[config.mk]
export PLATFORM = sky130hd
export DESIGN_NAME = chip_link_tx_arb
export DESIGN_NICKNAME = d
export VERILOG_FILES = /design/src/rtl/chip_link_tx_arb.sv
export SDC_FILE = /design/constraint.sdc
export NUM_CORES = 1
export LEC_CHECK = 0
export ABC_CLOCK_PERIOD_IN_PS = 3750
export BUFFER_PORTS_ARGS = -buffer_cell sky130_fd_sc_hd__buf_2
export CAP_MARGIN = 20
export CORE_ASPECT_RATIO = 1.2
export CORE_MARGIN = 3
export CORE_UTILIZATION = 51
export DETAILED_ROUTE_END_ITERATION = 12
export GPL_TIMING_DRIVEN = 1
export PLACE_DENSITY_LB_ADDON = 0.1
export SLEW_MARGIN = 5
export SYNTH_ARGS = -nofsm -noshare
export SYNTH_HDL_FRONTEND = slang
export SYNTH_SLANG_ARGS = --single-unit
export TNS_END_PERCENT = 5
[constraint.sdc]
create_clock -name clk -period 3.75 [get_ports clk]
set_clock_uncertainty 0.2 [all_clocks]
set_input_delay 0.1875 -clock clk [delete_from_list [all_inputs] [get_ports clk]]
set_output_delay 0.1875 -clock clk [all_outputs]
set_load 0.05 [all_outputs]
[src/rtl/chip_link_tx_arb.sv]
// Link transmit scheduler: round-robin packet grant, MSW-first serialisation onto a
// four-phase valid/ready link with even parity and bounded per-word retransmission.
module chip_link_tx_arb #(
  parameter int FW             = 59,
  parameter int CONNECT        = 2,
  parameter int CHIPDATA_WIDTH = 16,
  parameter int NREQ           = 4,
  parameter int MAX_RETRY      = 3,
  localparam int PW   = FW + $clog2(CONNECT),
  localparam int CW   = CHIPDATA_WIDTH,
  localparam int NW   = (PW + CW - 1) / CW,
  localparam int PTRW = (NREQ > 1) ? $clog2(NREQ) : 1,
  localparam int WIW  = (NW > 1) ? $clog2(NW) : 1,
  localparam int RW   = (MAX_RETRY > 0) ? $clog2(MAX_RETRY + 1) : 1
) (
  input  logic                 clk,
  input  logic                 rst_n,
  input  logic [NREQ-1:0]      req_valid,
  input  logic [NREQ*PW-1:0]   req_data,
  output logic [NREQ-1:0]      req_ready,
  output logic [CW-1:0]        send_data_out,
  output logic                 send_data_valid,
  output logic                 send_data_par,
  input  logic                 send_data_ready,
  input  logic                 send_data_err,
  output logic                 busy,
  output logic                 link_fault
);

  // state   | meaning
  // IDLE    | no packet in flight; arbitrate and capture a packet
  // LOAD    | present word[word_idx] with parity, raise valid
  // DRIVE   | hold word until far side acknowledges; classify err
  // RELEASE | wait for ack to drop; resend, drop, advance or finish
  typedef enum logic [1:0] {IDLE, LOAD, DRIVE, RELEASE} state_e;

  state_e              state_q, state_d;
  logic [PTRW-1:0]     rr_ptr_q, rr_ptr_d, grant_q, grant_d;
  logic [NW*CW-1:0]    pkt_q, pkt_d;
  logic [WIW-1:0]      widx_q, widx_d;
  logic [RW-1:0]       retry_q, retry_d;
  logic                resend_q, resend_d, drop_q, drop_d;
  logic [CW-1:0]       out_q, out_d;
  logic                valid_q, valid_d, par_q, par_d, fault_q, fault_d;
  logic [NREQ-1:0]     rdy_q, rdy_d;

  logic                found;
  logic [PTRW-1:0]     pick;
  logic [PTRW:0]       cand;
  logic [CW-1:0]       cur_word;

  // First requester at or after rr_ptr, wrapping.
  always_comb begin
    found = 1'b0;
    pick  = '0;
    cand  = '0;
    for (int k = 0; k < NREQ; k++) begin
      cand = {1'b0, rr_ptr_q} + (PTRW+1)'(k);
      if (cand >= (PTRW+1)'(NREQ)) cand = cand - (PTRW+1)'(NREQ);
      if (!found && req_valid[cand[PTRW-1:0]]) begin
        found = 1'b1;
        pick  = cand[PTRW-1:0];
      end
    end
  end

  assign cur_word = pkt_q[(NW - 1 - int'(widx_q)) * CW +: CW];

  always_comb begin
    state_d  = state_q;
    rr_ptr_d = rr_ptr_q;
    grant_d  = grant_q;
    pkt_d    = pkt_q;
    widx_d   = widx_q;
    retry_d  = retry_q;
    resend_d = resend_q;
    drop_d   = drop_q;
    out_d    = out_q;
    valid_d  = valid_q;
    par_d    = par_q;
    rdy_d    = '0;
    fault_d  = 1'b0;
    case (state_q)
      IDLE: begin
        if (found) begin
          grant_d     = pick;
          pkt_d       = (NW*CW)'(req_data[int'(pick) * PW +: PW]);
          rdy_d[pick] = 1'b1;
          widx_d      = '0;
          retry_d     = '0;
          resend_d    = 1'b0;
          drop_d      = 1'b0;
          state_d     = LOAD;
        end
      end
      LOAD: begin
        out_d   = cur_word;
        par_d   = ^cur_word;
        valid_d = 1'b1;
        state_d = DRIVE;
      end
      DRIVE: begin
        if (send_data_ready) begin
          valid_d = 1'b0;
          if (send_data_err) begin
            if (retry_q < RW'(MAX_RETRY)) begin
              retry_d  = retry_q + 1'b1;
              resend_d = 1'b1;
            end else begin
              drop_d = 1'b1;
            end
          end
          state_d = RELEASE;
        end
      end
      RELEASE: begin
        if (!send_data_ready) begin
          if (resend_q) begin
            resend_d = 1'b0;
            state_d  = LOAD;
          end else if (!drop_q && widx_q < WIW'(NW - 1)) begin
            widx_d  = widx_q + 1'b1;
            retry_d = '0;
            state_d = LOAD;
          end else begin
            fault_d  = drop_q;
            drop_d   = 1'b0;
            rr_ptr_d = (grant_q == PTRW'(NREQ - 1)) ? '0 : grant_q + 1'b1;
            state_d  = IDLE;
          end
        end
      end
      default: state_d = IDLE;
    endcase
  end

  always_ff @(posedge clk or negedge rst_n) begin
    if (!rst_n) begin
      state_q  <= IDLE;
      rr_ptr_q <= '0;
      grant_q  <= '0;
      pkt_q    <= '0;
      widx_q   <= '0;
      retry_q  <= '0;
      resend_q <= 1'b0;
      drop_q   <= 1'b0;
      out_q    <= '0;
      valid_q  <= 1'b0;
      par_q    <= 1'b0;
      rdy_q    <= '0;
      fault_q  <= 1'b0;
    end else begin
      state_q  <= state_d;
      rr_ptr_q <= rr_ptr_d;
      grant_q  <= grant_d;
      pkt_q    <= pkt_d;
      widx_q   <= widx_d;
      retry_q  <= retry_d;
      resend_q <= resend_d;
      drop_q   <= drop_d;
      out_q    <= out_d;
      valid_q  <= valid_d;
      par_q    <= par_d;
      rdy_q    <= rdy_d;
      fault_q  <= fault_d;
    end
  end

  assign req_ready       = rdy_q;
  assign send_data_out   = out_q;
  assign send_data_valid = valid_q;
  assign send_data_par   = par_q;
  assign link_fault      = fault_q;
  assign busy            = (state_q != IDLE);

endmodule

[Word-level counts from Yosys, hierarchy flattened]
Index checks and enable logic that the tools add are counted.
Storage, ports and cells
  bits in registers: 95
  output and inout port bits: 24
  logic and storage cells: 140
Operators by class
  bitwise logic cells: 3
  equal/unequal tests: 13
  $add $sub $neg: 11
  multiplexer cells: 62
  $mul: 1
  reduce and logical (&&, ||, !) cells: 23
  shifts and indexed selects: 2
  magnitude comparators: 12
Operator list (count)
  $shiftx 240x9->60: 1
  $shiftx 64x7->16: 1
  $mux 2: 22
  $mux 1: 27
  $ne 2x2->1 const B: 9
  $reduce_and 8->1: 2
  $reduce_xor 16->1: 1
  $lt 2x3->1 const B: 5
  $ge 3x3->1 const B: 3
  $bmux 1 s2: 4
  $mux 4: 2
  $pmux 2 s4: 1
  $sub 2x1->2 const B: 4
  $add 2x1->2 const B: 3
  $add 2x2->3 const B: 2
  $eq 2x2->1 const B: 3
  $mul 2x4->6 const B: 1
  $pmux 1 s3: 2
  $pmux 2 s3: 1
  $reduce_and 6->1: 1
  $reduce_bool 2->1: 3
  $logic_and 1x1->1: 5
  $reduce_and 5->1: 1
  $logic_not 1->1: 4
  other kinds (15): 19

[Longest topological paths before layout]
Gate-level depths: netlist of run 1.
  word-level depth: 20
  gate-level depth with buffers: 8

[Least setup slack after synthesis of run 1]
Ideal clock, no wire load.
  path type: reg2reg
  from: register widx_q[0]
  to: register par_q (netlist: send_data_par)
  required time: 3473 ps
  arrival time: 2016 ps
  buffers on the path: 1
  stages on the path, launching flop included: 8
  path slack: 1457 ps
  cell sequence: dfrtp_1 > buf_6 > mux4_2 > xnor2_2 > xnor3_1 > xnor2_1 > xnor3_1 > a21oi_1
Between the ends
  longest elaborated chain between the ends: 3
RTL lines
  start: declaration: RTL line 40  | logic [WIW-1:0] widx_q, widx_d;
  start signal: assignment: RTL line 157  | widx_q <= widx_d;
  $sub 2x2->3: RTL line 67  | assign cur_word = pkt_q[(NW - 1 - int'(widx_q)) * CW +: CW];
  $shiftx 64x7->16: RTL line 67
  $reduce_xor 16->1: RTL line 98  | par_d = ^cur_word;
  end signal: assignment: RTL line 163  | par_q <= par_d;
  end: declaration: RTL line 44  | logic valid_q, valid_d, par_q, par_d, fault_q, fault_d;
No other way between the ends.
A chain may end at the register's enable or synchronous reset.

[Worst setup path in the final report of run 1]
  from: register rr_ptr_q[1]
  to: register pkt_q[1]
Between the ends
  longest elaborated chain between the ends: 16
  elaborated cells on any way between the ends: 40
  those cells by class: 7 x add/sub; 1 x mul; 4 x order compare; 1 x shift; 20 x mux; 7 x reduce/logical
RTL lines
  start: declaration: RTL line 38  | logic [PTRW-1:0] rr_ptr_q, rr_ptr_d, grant_q, grant_d;
  start signal: assignment: RTL line 154  | rr_ptr_q <= rr_ptr_d;
  branches (longest 16 deep; another with $add 2x1->3)
  end signal: assignment: RTL line 156  | pkt_q <= pkt_d;
  end: declaration: RTL line 39  | logic [NW*CW-1:0] pkt_q, pkt_d;
Parallel ways; which one is timed is not known. The select of a mux whose other input is x is not followed.

==> results.md, run 1 <==
- FF+latch count, synth: 95
- Num Clock Sinks: 95
- Syn nets: 836
- Most frequent cells in the layout: buf_2, dfrtp_1, dlygate4sd3_1, nand2_1, mux2i_1
- DP Worst Slack: 0.648 ns
- F_max: 0.306 GHz
- Layout Area Growth over Synthesis: 45.1%
- Critical-path top delay cell: dlygate4sd3_1
- Logic pwr share: 57.1%
- Pre-Repair DR Iteration Count: 5
- Number of global-route vias before repair: 6068
- Worst-Margin Slew: approximately 0.9 ns
- Worst slew margin: 38.2%
- Max Root-Sink Buffers: 2
- Initial antenna violation count: 1
- Synthesized netlist cell count: 581
- NumNets Final: 1162
- Dpl hpwl: 13300 um
- Initial Utilization: approximately 53%
- Post-route setup TNS: 0 ns
- CP arrival: 3.29 ns
- TritonCTS clock tree: yes
- Pwr Total: 6.93 mW
- Buf+Inv Stages, Crit Path: 3
- Startpoint Class: register
- Total number of vias: 5984
- CP Depth: 8
- Seq/Total Area, Yosys: between 40% and 50%
- GRT Residual Overflow: 0
- Die Area: 12900 um^2
- CP max FO: 78
- Hold path cells: 3
- Final Cell Area: 8570 um^2
- RSZ-0062 raised after global routing: false
- Hold buffer count at cts: 83
- CTS Buf Count: 9
- Root Buffer: clkbuf_16
- Row Count: 42
- R2R cell count: 8
- Reg power frac: around 28%
- Crit path kind: register to register
- Final wirelength: 19200 um
- PnR worst setup slack: roughly 0.48 ns
- P_leak: 4.10 nW
- Vias per std cell: 5.61
- Power share of the clock group: 15.3%
- Clock Latency Late Sink: 0.35 ns
- Max VDD drop: between 400 and 500 uV
- Failing checks: negative hold slack
- Final Hold Viols: 1
- Yosys warns: 0
- Synth cell types: 40
- Hold WS: -0.000907 ns
- Final period util: between 80 and 90%
- Critical path's top delay family: buffers and inverters
- Switching portion of total power: around 42%
- Post-CTS Setup Inserts: 0
- Worst Setup End Kind: register
- Synthesized area: 5910 um^2
- Gr usage total: 29.6%
- Finished Layout Cells: 1066
- Layout fillers: 796
- Die Span X: 104 um
- R2R Setup Slk: 0.48 ns
- Post-Place Cells: 966
- EDFF count, synth: 0
- Pwr per Cell Area: 809 nW/um^2
- Level count of the clock H-tree: 3
- Core ar.: 11200 um^2
- Post-cts sizing count: 0
- Leading cell type in the layout, fill and taps excluded: buf_2
- Max Slew Vio Count: 0
- Type of the most critical hold path: input port to register
- Crit path cell chain: mux2i_1, o2bb2ai_1, nor2_4, buf_12, mux2i_1, dlygate4sd3_1, o221ai_1, dlygate4sd3_1
- Final GP Congestion: 0.815
- Layout cells sized above 1: a little over a third
- Dpl cell area: 7380 um^2
- # port buffers: about 270
- Max Cap Viol: 0
- DRC Markers: 0
- I/O pin cnt: ~270
- Worst path required time: 3.77 ns
- Pin count of the biggest net entering global routing: 103
- Status: finished, violations left
- Net Sw Power: 2.88 mW
- Die H: 124 um
- Clk slew on worst S/H paths: 0.07 ns
- Initial DRC count: between 300 and 400
- Ys flop type: dfrtp_1
- Int Power: 4.05 mW
- First-pass GRT wire length: 30000 um
- Inserted Diodes: 0
- Setup violators final: 0
- Max incr delay on CP: 0.58 ns
- Syn Area/Cell: 10.2 um^2
- Asr flop ratio synth: 100%
- WL/cell: 18.0 um
- Antenna-violating nets left: 0
- Final min period: 3.27 ns
[worst register-to-register path: cells and delay by family (launching register included)]
family	cells	cell delay (ns)
multiplexers	2	0.48
AO/OA/AOI/OAI	2	0.29
AND/OR/NAND/NOR	1	0.21
flip-flops	1	0.44
buffers and inverters	3	1.52
[Yosys cell counts (all sizes together) (2+ instances only)]
| cell | instances | area, um^2 |
|---|---|---|
| a211oi | 60 | 450 |
| nand2 | 74 | 278 |
| nand3 | 2 | 10.0 |
| mux2 | 17 | 191 |
| inv | 9 | 33.8 |
| clkbuf | 34 | 128 |
| buf | 16 | 85.1 |
| nor2b | 61 | 382 |
| mux2i | 63 | 631 |
| nor3 | 2 | 10.0 |
| xnor3 | 2 | 45.0 |
| nor2 | 17 | 63.8 |
| ha | 7 | 87.6 |
| xnor2 | 11 | 104 |
| mux4 | 12 | 289 |
| o31ai | 32 | 240 |
| o221ai | 30 | 263 |
| a22oi | 4 | 30.0 |
| nand2b | 3 | 18.8 |
| o21ai | 9 | 45.0 |
| dfrtp | 95 | 2380 |
| a21oi | 8 | 40.0 |
[kinds of logic after synthesis]
group                    count (synthesis)  synth area share [%]
flip-flops                              95                  40.2
XOR/XNOR                                13                  2.52
AND/OR/NAND/NOR                        162                  13.3
adder cells (fa/ha/maj)                  7                  1.48
AO/OA/AOI/OAI                          153                  19.5
buffers and inverters                   59                  4.17
multiplexers                            92                  18.8
[through the flow]
stage,hold WS (ns),utilization [%]
2_1_floorplan,-0.308,-
3_3_place_gp,0.169,65.9
3_5_place_dp,0.175,65.9
4_1_cts,0.000469,76.4
5_1_grt,0.00925,76.6
6_report,-0.000907,76.6
[final cells by class]
type,instances,area [um^2],share of cell area (%)
clock buffers,10,239,2.79
well taps,154,193,2.25
repair buffers,365,2300,26.9
flip-flops and latches,95,2380,27.7
inverters,9,33.8,0.394
multi-input cells,427,3320,38.7
clock inverters,6,108,1.26
[state kept, by name (all words and copies together) (netlist names)]
register	cells
retry_q	2
state_q	2
resend_q	1
send_data_valid	1
req_ready	4
link_fault	1
widx_q	2
pkt_q	60
send_data_out	16
send_data_par	1
drop_q	1
grant_q	2
rr_ptr_q	2
[worst paths after layout]
kind,from,to
max in group asynchronous,rst_n,pkt_q[2]$_DFFE_PN0P_
min in group asynchronous,rst_n,pkt_q[36]$_DFFE_PN0P_
setup / recovery,rr_ptr_q[1]$_DFFE_PN0P_,pkt_q[1]$_DFFE_PN0P_
setup reg to reg,rr_ptr_q[1]$_DFFE_PN0P_,pkt_q[1]$_DFFE_PN0P_
hold / removal,req_data[2],pkt_q[2]$_DFFE_PN0P_
hold reg to reg,pkt_q[34]$_DFFE_PN0P_,pkt_q[34]$_DFFE_PN0P_
[per-layer routing]
| layer | vias to the layer above | track usage, % | part of all wire (%) |
|---|---|---|---|
| li1 | 2819 | - | - |
| met5 | - | 0 | 0.036 |
| met2 | 276 | 53.7 | 52 |
| met3 | 60 | 5.34 | 5.9 |
| met1 | 2827 | 34.2 | 38 |
| met4 | 2 | 14.3 | 4.0 |
[power by group through the flow]
stage	Clock [mW]	Sequential [mW]	Combinational (mW)
4_1_cts	1.07	1.91	3.90
6_report	1.06	1.91	3.96
2_1_floorplan	0	2.09	2.48
3_5_place_dp	0	1.92	3.56
5_1_grt	1.12	1.96	4.31
3_3_place_gp	0	1.91	3.48
Power figures use the tool's default switching activity.
==> run 2, diff against run 1 <==
--- a/config.mk
+++ b/config.mk
@@ -5,12 +5,13 @@
 export SDC_FILE = /design/constraint.sdc
 export NUM_CORES = 1
 export LEC_CHECK = 0
+export ABC_AREA = 1
 export ABC_CLOCK_PERIOD_IN_PS = 3750
 export BUFFER_PORTS_ARGS = -buffer_cell sky130_fd_sc_hd__buf_2
 export CAP_MARGIN = 20
 export CORE_ASPECT_RATIO = 1.2
 export CORE_MARGIN = 3
-export CORE_UTILIZATION = 51
+export CORE_UTILIZATION = 54
 export DETAILED_ROUTE_END_ITERATION = 12
 export GPL_TIMING_DRIVEN = 1
 export PLACE_DENSITY_LB_ADDON = 0.1
@@ -18,4 +19,4 @@
 export SYNTH_ARGS = -nofsm -noshare
 export SYNTH_HDL_FRONTEND = slang
 export SYNTH_SLANG_ARGS = --single-unit
-export TNS_END_PERCENT = 5
+export TNS_END_PERCENT = 50
==> run 2 against run 1 <==
  * Sequential cell count unchanged
  * Hold slack better by 0.016 ns
  * Die area up 8.0%
  * Cell count up 67%
  * Combinational power up 130%
  * Critical endpoint is now pkt_q[36]$_DFFE_PN0P_
  * Core utilization up 10 points
  * Largest power group unchanged
  * Routed wire length up 65%
  * The run now ends clean
  * First-iteration DRC count rose to 4.3 times the previous value
==> results.md, run 2 <==
- Max VDD drop: 721 uV
- Die Span X: 108 um
- Seq/Total Area, Yosys: 35.1%
- WL/cell: 17.8 um
- First-pass GRT wire length: between 40000 and 50000 um
- Syn nets: 1425
- Level count of the clock H-tree: 3
- Die H: 129 um
- Pwr per Cell Area: around 1100 nW/um^2
- Top-count cell post-synth: nand2_1
- GRT Residual Overflow: 0
- Asr flop ratio synth: 100%
- Worst path required time: approximately 3.8 ns
- Row Count: 44
- Pwr Total: roughly 12 mW
- Ranking of synthesized cells by area: nand2_1, dfrtp_1, nand3_1
- Max Slew Vio Count: 0
- Switching portion of total power: 53.5%
- Max Root-Sink Buffers: 2
- Post-synth top area cell: nand2_1
- Leading cell type in the layout, fill and taps excluded: nand2_1
- PnR worst setup slack: approximately 0.12 ns
- Vias per std cell: 5.82
- Setup violators final: 0
- Layout Area Growth over Synthesis: 55.6%
- Logic pwr share: between 70% and 80%
- Status: finished, final reports clean
- Dpl hpwl: approximately 16000 um
- DP Worst Slack: between 0.9 and 1 ns
- CP arrival: 3.72 ns
- Synth cell types: 22
- Ys flop type: dfrtp_1
- Die Area: roughly 14000 um^2
- Type of the most critical hold path: input port to register
- Total number of vias: 10300
- Finished Layout Cells: 1775
- TritonCTS clock tree: yes
- List of most frequent post-synthesis cells: nand2_1, nand3_1, dfrtp_1, inv_1, o21ai_0
- Largest Register: pkt_q
- Antenna-violating nets left: 0
- Root Buffer: clkbuf_16
- EDFF count, synth: 0
- CP max FO: 56
- Final Hold Viols: 0
- Top-area cell type share of the netlist area: 44.3%
- Pre-Repair DR Iteration Count: 7
- Final min period: 3.63 ns
- Clk slew on worst S/H paths: 0.07 ns
- DRC Markers: 0
- Max Cap Viol: 0
- Clock Latency Late Sink: 0.35 ns
- Yosys warns: 0
- Core ar.: 12200 um^2
- Int Power: approximately 5.5 mW
- Num Clock Sinks: 95
- CTS Buf Count: 9
- Synthesized area: 6780 um^2
- Startpoint Class: register
- Pin count of the biggest net entering global routing: just under 80
- P_leak: 6.09 nW
- Syn Area/Cell: 5.80 um^2
- Post-Place Cells: 1552
- FF+latch count, synth: 95
- Final Cell Area: around 11000 um^2
- Final GP Congestion: 0.921
- Net Sw Power: 6.37 mW
- Final wirelength: between 30000 and 40000 um
- Number of flip-flops in the largest register: 60
- R2R cell count: 14
- Initial DRC count: 1492
- Worst slew margin: 31.5%
- NumNets Final: 1861
- Power share of the clock group: 7.2%
- Crit path kind: register to register
- Worst-Margin Slew: 1.03 ns
- Gr usage total: 43.1%
- Initial antenna violation count: 2
- # port buffers: 271
- I/O pin cnt: 272
- Hold path cells: 5
- Dpl cell area: 8160 um^2
- Most frequent cells in the layout: nand2_1, buf_2, dlygate4sd3_1, nand3_1, dfrtp_1
- Final period util: just under 100%
- Number of global-route vias before repair: 9755
- Synthesized netlist cell count: 1170
- F_max: 0.275 GHz
- Layout cells sized above 1: 19.6%
- Initial Utilization: 55.7%
- Worst Setup End Kind: register
- Reg power frac: 16.1%
run 2: cell count changes after synthesis, moves of 24 or more:
cell      previous run  this run
nor2b_1             61         0
mux2i_1             63         0
clkbuf_1            34        10
a211oi_1            60         0
nand2_1             74       801
o31ai_1             32         0
nand3_1              2        99
inv_1                9        36
o221ai_1            30         0
run 2: power by group through the flow:
stage / registers (mW) / clock network [mW] / logic (mW)
after floorplan: 2.07 / 0 / 4.62
after global placement: 1.86 / 0 / 6.09
after detailed placement: 1.86 / 0 / 6.17
after CTS: 1.85 / 0.845 / 7.92
after global routing: 1.93 / 0.897 / 9.82
final: 1.92 / 0.861 / 9.12
run 2: layer usage:
| metal | track usage, % | share of wire (%) | vias to the layer above |
|---|---|---|---|
| li1 | - | - | 4465 |
| met1 | 48.0 | 32 | 4532 |
| met2 | 69.8 | 45 | 996 |
| met3 | 9.63 | 12 | 343 |
| met4 | 35.7 | 11 | 0 |
| met5 | 0 | 0 | - |
run 2: final cells by class:
| cell class | count | area (um^2) |
|---|---|---|
| Antenna cell | 3 | 7.51 |
| Clock buffer | 9 | 225 |
| Clock inverter | 7 | 40.0 |
| Fill cell | 655 | 1610 |
| Inverter | 40 | 150 |
| Multi-Input combinational cell | 978 | 4040 |
| Sequential cell | 95 | 2380 |
| Tap cell | 161 | 201 |
| Timing Repair Buffer | 482 | 3510 |
run 2: kinds of logic (layout without fill, tap and decap cells):
family | count (synthesis) | count (layout) | share of synthesized area (%)
AND/OR/NAND/NOR | 929 | 932 | 53.6
buffers and inverters | 100 | 538 | 6.86
flip-flops | 95 | 95 | 35.1
AO/OA/AOI/OAI | 38 | 38 | 2.93
adder cells (fa/ha/maj) | 7 | 7 | 1.29
XOR/XNOR | 1 | 1 | 0.240
other | 0 | 3 | 0
run 2: path summary, 6_finish.rpt:
path / from / endpoint / slack [ns]
max in group asynchronous: rst_n / pkt_q[53]$_DFFE_PN0P_ / 2.11
setup reg to reg: rr_ptr_q[0]$_DFFE_PN0P_ / pkt_q[36]$_DFFE_PN0P_ / 0.12
min in group asynchronous: rst_n / retry_q[0]$_DFFE_PN0P_ / 0.33
hold / removal: req_data[144] / pkt_q[24]$_DFFE_PN0P_ / 0.01
hold reg to reg: send_data_par$_DFFE_PN0P_ / send_data_par$_DFFE_PN0P_ / 0.28
setup / recovery: rr_ptr_q[0]$_DFFE_PN0P_ / pkt_q[36]$_DFFE_PN0P_ / 0.12
run 2: critical path, stage by stage (launching register included):
cell and delay [ns]:
dfrtp_2 0.49, o21ai_0 0.31, nand2_1 0.15, o21ai_4 0.11, inv_1 0.06, nand2_1 0.12, nand3_4 0.14, nand2_8 0.19
buf_16 0.25, nand2_1 0.07, nand2_1 0.11, dlygate4sd3_1 0.58, nand2_1 0.08, nand3_1 0.08, dlygate4sd3_1 0.57
run 2: through the flow:
stage | utilization, % | TNS (ns) | hold WS (ns)
floorplan | - | 0 | -0.308
global placement | 67.1 | 0 | 0.199
detailed placement | 67.1 | 0 | 0.206
CTS | 85.7 | 0 | 0.00594
global route | 86.7 | -0.0517 | 0.0404
finish | 86.7 | 0 | 0.0149
run 2: what timing repair did:
item	4_1_cts	5_1_grt
gates resized for setup	0	14
hold buffers	200	0
setup buffers	0	1
endpoints found under the hold margin	137	0
endpoints found under the setup margin	0	34
==> run 3, diff against run 2 <==
--- a/config.mk
+++ b/config.mk
@@ -6,15 +6,15 @@
 export NUM_CORES = 1
 export LEC_CHECK = 0
 export ABC_AREA = 1
-export ABC_CLOCK_PERIOD_IN_PS = 3750
+export ABC_CLOCK_PERIOD_IN_PS = 3200
 export BUFFER_PORTS_ARGS = -buffer_cell sky130_fd_sc_hd__buf_2
-export CAP_MARGIN = 20
 export CORE_ASPECT_RATIO = 1.2
 export CORE_MARGIN = 3
-export CORE_UTILIZATION = 54
+export CORE_UTILIZATION = 45
 export DETAILED_ROUTE_END_ITERATION = 12
 export GPL_TIMING_DRIVEN = 1
 export PLACE_DENSITY_LB_ADDON = 0.1
+export SKIP_LAST_GASP = 1
 export SLEW_MARGIN = 5
 export SYNTH_ARGS = -nofsm -noshare
 export SYNTH_HDL_FRONTEND = slang
==> constraint.sdc (replaced) <==
create_clock -name clk -period 3.2 [get_ports clk]
set_clock_uncertainty 0.2 [all_clocks]
set_input_delay 0.16 -clock clk [delete_from_list [all_inputs] [get_ports clk]]
set_output_delay 0.16 -clock clk [all_outputs]
set_load 0.05 [all_outputs]
==> run 3 against run 2 <==
  * Sequential power up 15%
  * Non-clock buffer count up 56
  * Global-route usage down 11 points
  * Largest cell class is now non-clock buffers
  * Largest power group unchanged
  * Fmax up 14%
  * Cell count up 5.2%
  * Hold slack worse by 0.0040 ns
  * Combinational power up 21%
  * Sequential share of layout area down 1.4 points
  * Highest routed layer unchanged
  * Critical path depth up 1
  * Die area up 19%
  * Sequential cell count unchanged
  * Setup slack worse by 0.10 ns
==> results.md, run 3 (synthesis results as in run 2) <==
- Crit path cell chain: clkbuf_2, o21ai_2, nand2_1, o21ai_4, inv_1, nand2_1, nand2_1, nand2_2, nand2_8, buf_16, nand2_1, nand2_1, dlygate4sd3_1, nand2_1, nand3_1
- Int Power: 7.24 mW
- Leading cell type in the layout, fill and taps excluded: nand2_1
- Final wirelength: 29400 um
- First-pass GRT wire length: 44200 um
- Die Span X: 118 um
- CP arrival: around 3.2 ns
- Worst path required time: 3.23 ns
- Dpl hpwl: 16700 um
- Clock Latency Late Sink: 0.35 ns
- Max incr delay on CP: 0.58 ns
- Startpoint Class: register
- Final period util: 99.4%
- Critical-path top delay cell: dlygate4sd3_1
- Die Area: 16600 um^2
- Type of the most critical hold path: input port to register
- TritonCTS clock tree: yes
- Initial DRC count: 875
- Initial Utilization: 46.5%
- F_max: 0.314 GHz
- Fin util: 77.1%
- Num Clock Sinks: 95
- WL/cell: between 15 and 20 um
- CP max FO: 19
- Row Count: 48
- # port buffers: 271
- Power share of the clock group: about 8.5%
- GRT Residual Overflow: 0
- Layout Area Growth over Synthesis: 66.0%
- Setup violators final: 0
- Die H: 140 um
- CTS Buf Count: 9
- Pin count of the biggest net entering global routing: between 70 and 80
- Worst Setup End Kind: register
- Max VDD drop: slightly below 900 uV
- Number of flip-flops in the largest register: 60
- Largest Register: pkt_q
- Final GP Congestion: 0.870
- Pwr Total: 14.4 mW
- Clk slew on worst S/H paths: 0.06 ns
- Worst-Margin Slew: 0.792 ns
- Status: finished, final reports clean
- Max Cap Viol: 0
- Net Sw Power: about 7.2 mW
- DRC Markers: 0
- Root Buffer: clkbuf_16
- Final min period: 3.18 ns
- Finished Layout Cells: ~1900
- Most used cell along the critical path: nand2_1
- NumNets Final: about 1900
- Total number of vias: a little under 10000
- DP Worst Slack: 0.633 ns
- Switching portion of total power: approximately half
- Max Root-Sink Buffers: 2
- Number of global-route vias before repair: 9557
- Crit path kind: register to register
- Post-Place Cells: roughly 1600
- Core ar.: approximately 15000 um^2
- I/O pin cnt: 272
- Pre-Repair DR Iteration Count: 8
- Antenna-violating nets left: 0
- Most frequent cells in the layout: nand2_1, buf_2, dlygate4sd3_1, nand3_1, dfrtp_1
- P_leak: 6.37 nW
- Level count of the clock H-tree: 3
- Worst slew margin: 47.1%
- Layout fillers: 1012
- Logic pwr share: 76.2%
- PnR worst setup slack: about 0.018 ns
- Gr usage total: between 30% and 40%
- Reg power frac: 15.3%
- Final Hold Viols: 0
- Layout cells sized above 1: 19.7%
- Initial antenna violation count: 1
- Vias per std cell: approximately 5.2
- Pwr per Cell Area: ~1300 nW/um^2
- Max Slew Vio Count: 0
[run 3: through the flow]
| stage | hold WS [ns] | cell area (um^2) | setup TNS (ns) |
|---|---|---|---|
| 3_3_place_gp | -0.0650 | 8250 | 0 |
| 2_1_floorplan | -0.336 | 6780 | 0 |
| 6_report | 0.0109 | 11300 | 0 |
| 4_1_cts | 0.00265 | 11000 | 0 |
| 3_5_place_dp | -0.0639 | 8250 | 0 |
| 5_1_grt | 0.0449 | 11300 | -0.558 |
[run 3: final timing paths]
kind	startpoint	to	slack, ns	depth (start not counted)
hold / removal	req_data[117]	pkt_q[57]$_DFFE_PN0P_	0.01	5
hold reg to reg	send_data_out[12]$_DFFE_PN0P_	send_data_out[12]$_DFFE_PN0P_	0.28	2
setup reg to reg	rr_ptr_q[0]$_DFFE_PN0P_	pkt_q[53]$_DFFE_PN0P_	0.02	15
setup / recovery	rr_ptr_q[0]$_DFFE_PN0P_	pkt_q[53]$_DFFE_PN0P_	0.02	15
min in group asynchronous	rst_n	link_fault$_DFF_PN0_	0.10	2
max in group asynchronous	rst_n	pkt_q[1]$_DFFE_PN0P_	1.88	3
[run 3: area by class of cell]
class	count	area, um^2	share of cell area (%)
repair buffers	538	4100	36.4
well taps	200	250	2.22
inverters	40	150	1.33
clock buffers	11	233	2.07
multi-input cells	978	4050	36.0
clock inverters	4	95.1	0.845
flip-flops and latches	95	2380	21.1
diodes	1	2.50	0.0222
[run 3: what timing repair did]
action	in CTS	in global routing
hold buffers	241	0
setup buffers	0	10
resized for setup	0	19
setup endpoints to repair	0	60
hold endpoints to repair	93	0
[run 3: layer usage]
metal | vias up | track usage, % | part of all wire, %
li1 | 4581 | - | -
met1 | 4396 | 36.2 | 37
met2 | 575 | 57.7 | 50
met3 | 157 | 6.14 | 6.9
met4 | 0 | 18.6 | 5.8
met5 | - | 0 | 0
[run 3: power by group through the flow]
stage / sequential (mW) / combinational (mW) / clock, mW
after floorplan: 2.43 / 5.42 / 0
after global placement: 2.20 / 7.34 / 0
after detailed placement: 2.19 / 7.41 / 0
after CTS: 2.19 / 9.56 / 1.22
after global routing: 2.26 / 12.0 / 1.29
final: 2.21 / 11.0 / 1.23
[run 3: worst max-delay path, delay by kind of cell, from the launching register on]
kind                   cells  cell delay (ns)
buffers and inverters      4             1.03
AO/OA/AOI/OAI              2             0.30
flip-flops                 1             0.47
AND/OR/NAND/NOR            9             1.03
